--- src/rtl/reflet_dma8.sv ---
// Single-channel byte-copy DMA for the Reflet 8-bit bus: four slave registers,
// bus request/grant handshake, and a read/capture/write copy loop per byte.
module reflet_dma8 #(
    parameter int                        base_addr_size = 7,
    parameter logic [base_addr_size-1:0] base_addr      = 7'h68
) (
    input  logic                      clk,
    input  logic                      reset,
    input  logic                      enable,
    input  logic [base_addr_size-1:0] addr,
    input  logic [7:0]                data_in,
    output logic [7:0]                data_out,
    input  logic                      write_en,
    output logic                      bus_req,
    input  logic                      bus_gnt,
    output logic [7:0]                m_addr,
    output logic [7:0]                m_data_out,
    input  logic [7:0]                m_data_in,
    output logic                      m_write_en,
    output logic                      irq
);

    typedef enum logic [2:0] {
        S_IDLE, S_REQ, S_RD, S_CAP, S_WR, S_DONE
    } state_t;

    state_t state, state_nx;

    logic [7:0] src, dst, len, byte_q;
    logic       irq_en, done, src_fixed, dst_fixed, abort_req;
    logic       addr_ok;
    logic       busy;

    logic [base_addr_size-1:0] off;
    logic       hit, wr_reg, wr_ctrl, start;
    logic [1:0] idx;
    logic [7:0] rd_mux;
    logic       unused_data_bits;

    assign off    = addr - base_addr;
    assign hit    = enable && (off[base_addr_size-1:2] == '0);
    assign idx    = off[1:0];
    assign busy   = (state != S_IDLE);
    assign wr_reg = hit && write_en;
    assign wr_ctrl = wr_reg && (idx == 2'd3);
    assign start  = wr_ctrl && data_in[0] && !busy;
    assign irq    = done && irq_en;
    assign unused_data_bits = ^data_in[7:6];

    always_comb begin
        rd_mux = 8'h00;
        case (idx)
            2'd0:    rd_mux = src;
            2'd1:    rd_mux = dst;
            2'd2:    rd_mux = len;
            default: rd_mux = {3'b000, dst_fixed, src_fixed, done, irq_en, busy};
        endcase
    end

    always_comb begin
        state_nx   = state;
        bus_req    = 1'b0;
        m_addr     = 8'h00;
        m_data_out = 8'h00;
        m_write_en = 1'b0;
        case (state)
            S_IDLE: if (start) state_nx = (len == 8'd0) ? S_DONE : S_REQ;
            S_REQ: begin
                bus_req = 1'b1;
                if (bus_gnt) state_nx = S_RD;
            end
            S_RD: begin
                bus_req = 1'b1;
                if (bus_gnt) begin
                    m_addr   = src;
                    state_nx = S_CAP;
                end
            end
            S_CAP: begin
                bus_req = 1'b1;
                // After a pause the read data belongs to whatever address was on
                // the bus meanwhile, so hold one extra cycle to re-present SRC.
                if (bus_gnt) begin
                    m_addr = src;
                    if (addr_ok) state_nx = S_WR;
                end
            end
            S_WR: begin
                bus_req = 1'b1;
                if (bus_gnt) begin
                    m_addr     = dst;
                    m_data_out = byte_q;
                    m_write_en = 1'b1;
                    state_nx   = (len == 8'd1 || abort_req) ? S_DONE : S_RD;
                end
            end
            S_DONE:  state_nx = S_IDLE;
            default: state_nx = S_IDLE;
        endcase
    end

    always_ff @(posedge clk) begin
        if (reset) begin
            state     <= S_IDLE;
            data_out  <= 8'h00;
            src       <= 8'h00;
            dst       <= 8'h00;
            len       <= 8'h00;
            byte_q    <= 8'h00;
            irq_en    <= 1'b0;
            done      <= 1'b0;
            src_fixed <= 1'b0;
            dst_fixed <= 1'b0;
            abort_req <= 1'b0;
            addr_ok   <= 1'b0;
        end else begin
            state    <= state_nx;
            data_out <= hit ? rd_mux : 8'h00;
            addr_ok  <= (state == S_RD || state == S_CAP) && bus_gnt;

            if (wr_reg && !busy && idx == 2'd0) src <= data_in;
            if (wr_reg && !busy && idx == 2'd1) dst <= data_in;
            if (wr_reg && !busy && idx == 2'd2) len <= data_in;

            if (wr_ctrl) begin
                irq_en <= data_in[1];
                if (busy) begin
                    if (data_in[5]) abort_req <= 1'b1;
                end else begin
                    src_fixed <= data_in[3];
                    dst_fixed <= data_in[4];
                end
                if (data_in[2] || start) done <= 1'b0;
            end

            if (state == S_CAP && bus_gnt && addr_ok) byte_q <= m_data_in;

            if (state == S_WR && bus_gnt) begin
                src <= src + (src_fixed ? 8'd0 : 8'd1);
                dst <= dst + (dst_fixed ? 8'd0 : 8'd1);
                len <= len - 8'd1;
            end

            // Completion wins over a same-cycle DONE clear from the CPU.
            if (state == S_DONE) begin
                done      <= 1'b1;
                abort_req <= 1'b0;
            end
        end
    end

endmodule

--- config.mk ---
export PLATFORM = sky130hd
export DESIGN_NAME = reflet_dma8
export DESIGN_NICKNAME = d
export VERILOG_FILES = /design/src/rtl/reflet_dma8.sv
export SDC_FILE = /design/constraint.sdc
export NUM_CORES = 1
export LEC_CHECK = 0
export CAP_MARGIN = 15
export CORE_ASPECT_RATIO = 1.1
export CORE_MARGIN = 2
export CORE_UTILIZATION = 35
export DETAILED_ROUTE_END_ITERATION = 10
export HOLD_SLACK_MARGIN = 0.02
export PLACE_DENSITY_LB_ADDON = 0.1
export SLEW_MARGIN = 20
export SYNTH_ARGS = -nofsm -noshare
export SYNTH_HDL_FRONTEND = slang
export SYNTH_SLANG_ARGS = --single-unit
--- constraint.sdc ---
create_clock -name clk -period 4.5 [get_ports clk]
set_input_delay 0.675 -clock clk [delete_from_list [all_inputs] [get_ports clk]]
set_output_delay 0.675 -clock clk [all_outputs]
set_load 0.1 [all_outputs]
==> results.yml <==
placed_design:
  postPlaceCellArea_um2: 3330
  place_congestion: 0.811
  io_buffers: 54
  dpl_worst_slack_ns: 1.28
  dp_hpwl_um: 5490
yosys:
  yosysMostFrequentCell: "dfxtp_1"
  synth_edf_count: 0
  synth_commonest_cells: "49 x dfxtp_1, 38 x nor2_1, 31 x a21oi_1"
  syn_area_um2: 2770
  ys_ff_latch: 49
  ys.flop_type: "dfxtp_1"
  synth_seq_area_share: 0.355
  yosysWarnings: 0
  yosysTopAreaCell: "dfxtp_1"
  synth_top_cell_area_share: 0.355
  synthCells: 324
  syn_avg_cell_area_um2: 8.53
  async_flop_share: 0
  ys_types: 56
  syn-num-nets: 359
  synth.area.top_cells: "dfxtp_1 35%, a21oi_1 5.6%, nor2_1 5.2%"
route:
  wl_um: 7990
  vias: 2587
  avgViaCountPerCell: 5.41
  wl_per_cell_um: 16.7
  met3_length_um: 510
  wl_met2_um: 3620
  wl_met1_um: 3700
  drt_iter0_drc: 231
  firstDrtPassIters: 4
  top_layer_used: "met4"
  postRouteAntennaNets: 0
  drc: 0
critical_path:
  arrival_ns: 2.54
  crit_type: "in2out"
  required_ns: 3.83
  r2r_setup_slack_ns: 2.10
  critical_path.max_fanout: 34
  timing.rr.start: "state[2]"
  reg2reg_to: "dst[7]"
  worstRegToRegCells: 6
  cp-end-kind: "primary output"
  cp-start-kind: "input pin"
floorplan:
  dieArea_um2: 8630
  core_um2: 7780
  die_w_um: 88.7
  design.portCount: 55
  start_util: 0.355
  fp-row-count: 34
  die_y_um: 97.2
run_status:
  outcome: "finished clean"
grt:
  grt_max_degree: 43
  first_global_vias: 2390
  grt_use_total: 0.192
  antenna_found_initial: 0
  grt_first_pass_wirelength_um: 12800
  overflow: 0
pwr:
  power_density_nw_per_um2: 223
  peakVddDrop_v: 0.0000978
  leakage_uw: 0.00121
  p_sw_uw: 191
  pwr-share-seq: 0.570
  pwr-share-clk: 0.350
  netSwitchingFraction: 0.250
  p_int_uw: 572
  p_comb_frac: 0.079
  p_total_uw: 763
clocking:
  ctsHoldBuffers: 0
  clock_latency_ns: 0.31
  cts_tree: "done"
  clk_path_buf_depth: 2
  cts_root_buffer: "clkbuf_8"
  numCtsBuffers: 5
  h-tree-depth: 2
  path_clk_slew_ns: 0.09
  clock-sinks: 49
  cts_resized: 0
  post-cts-setup-buffers: 0
hold_path:
  hold_path_class: "reg2reg"
  hold_start: "irq_en"
  min_path_cells: 2
  holdPathEnd: "irq_en"
layout:
  fillers: 798
  regArea_um2: 981
  drive_gt1_frac: 0.114
  fin_util: 0.439
  multi_input_area_um2: 1670
  nets: 404
  area_growth_syn_to_layout_pct: 23.7
  fin_area_um2: 3420
  diodes: 0
sta:
  final.min_clock_period_ns: 3.22
  worst_slew_pin_slew_ns: 0.961
  fmax_mhz: 311
  setup_ws_ns: 1.28
  period_share: 0.715
  fin_skew_ns: 0.00759
  setup_viol: 0
  fin_setup_tns_ns: 0
  slew_headroom: 0.357
  finalMaxSlewViolations: 0
  rsz0062_at_grt: "false"
  hold_viol: 0
flow_run:
  maxCapViolCount: 0
## per-stage QoR
step | hold slack, ns | std cells
3_5_place_dp | 0.479 | 470
6_report | 0.486 | 478
3_3_place_gp | 0.467 | 470
4_1_cts | 0.494 | 478
5_1_grt | 0.531 | 478
2_1_floorplan | 0.437 | 324
## area by class of cell
cell class	count	area share
Sequential cell	49	0.287
Inverter	10	0.0113
Clock buffer	5	0.0201
Clock inverter	3	0.00512
Multi-Input combinational cell	248	0.489
Timing Repair Buffer	55	0.148
Tap cell	108	0.0395
## flip-flops by register name, indices dropped and copies added (netlist names)
register / cells
data_out: 8
irq_en: 1
dst: 8
abort_req: 1
src_fixed: 1
addr_ok: 1
done: 1
state: 3
dst_fixed: 1
byte_q: 8
len: 8
src: 8
## power by group through the flow
| stage | logic [µW] | clock network (µW) | registers, µW |
|---|---|---|---|
| floorplan | 23.6 | 0 | 445 |
| global placement | 61.1 | 0 | 445 |
| detailed placement | 61.1 | 0 | 445 |
| CTS | 61.4 | 277 | 435 |
| global route | 65.9 | 292 | 435 |
| finish | 60.6 | 267 | 435 |
## layer usage
layer | vias up | GRT usage
li1 | 1281 | -
met4 | 0 | 0.0594
met1 | 1214 | 0.276
met2 | 80 | 0.285
met3 | 12 | 0.0391
met5 | - | 0
## logic make-up after synthesis
| family | share of synthesized area |
|---|---|
| multiplexers | 0.0878 |
| adder cells (fa/ha/maj) | 0.0317 |
| buffers and inverters | 0.0398 |
| XOR/XNOR | 0.00634 |
| AO/OA/AOI/OAI | 0.203 |
| flip-flops | 0.355 |
| AND/OR/NAND/NOR | 0.277 |
## how the worst max path moves through the flow
stage / start / endpoint / slack [ns] / cells past startpoint
after global placement: bus_gnt / m_addr[0] / 1.31 / 5
after detailed placement: bus_gnt / m_addr[0] / 1.28 / 5
after CTS: bus_gnt / m_addr[0] / 1.28 / 5
after floorplan: bus_gnt / m_addr[1] / 1.09 / 4
after global routing: bus_gnt / m_addr[0] / 1.13 / 5
final: bus_gnt / m_addr[0] / 1.28 / 5
## layout by cell type, fill, tap and decap left out, types with 2 or more instances in the layout
cell type	n
nor3b_4	2
o211ai_1	6
mux4_2	5
ha_1	7
a31oi_1	8
o2111ai_1	2
nor2_1	38
or3_1	4
a22o_1	8
clkbuf_8	5
clkdlybuf4s50_1	37
a211oi_1	2
nor3_1	6
a2bb2oi_1	2
nand4_1	5
nand2b_1	3
dfxtp_1	49
and2_1	11
a21oi_1	31
o21ai_0	4
nor2b_1	7
inv_1	9
a311oi_1	6
mux2i_1	13
nand3_1	19
and3_1	4
buf_4	18
nand2_1	28
clkinv_2	3
## critical path, cell delays in order
cell and delay [ns]:
clkdlybuf4s50_1 0.64, nand3_4 0.25, clkinv_2 0.44, a22o_1 0.23, buf_4 0.30
(Power assumes the default switching activity.)
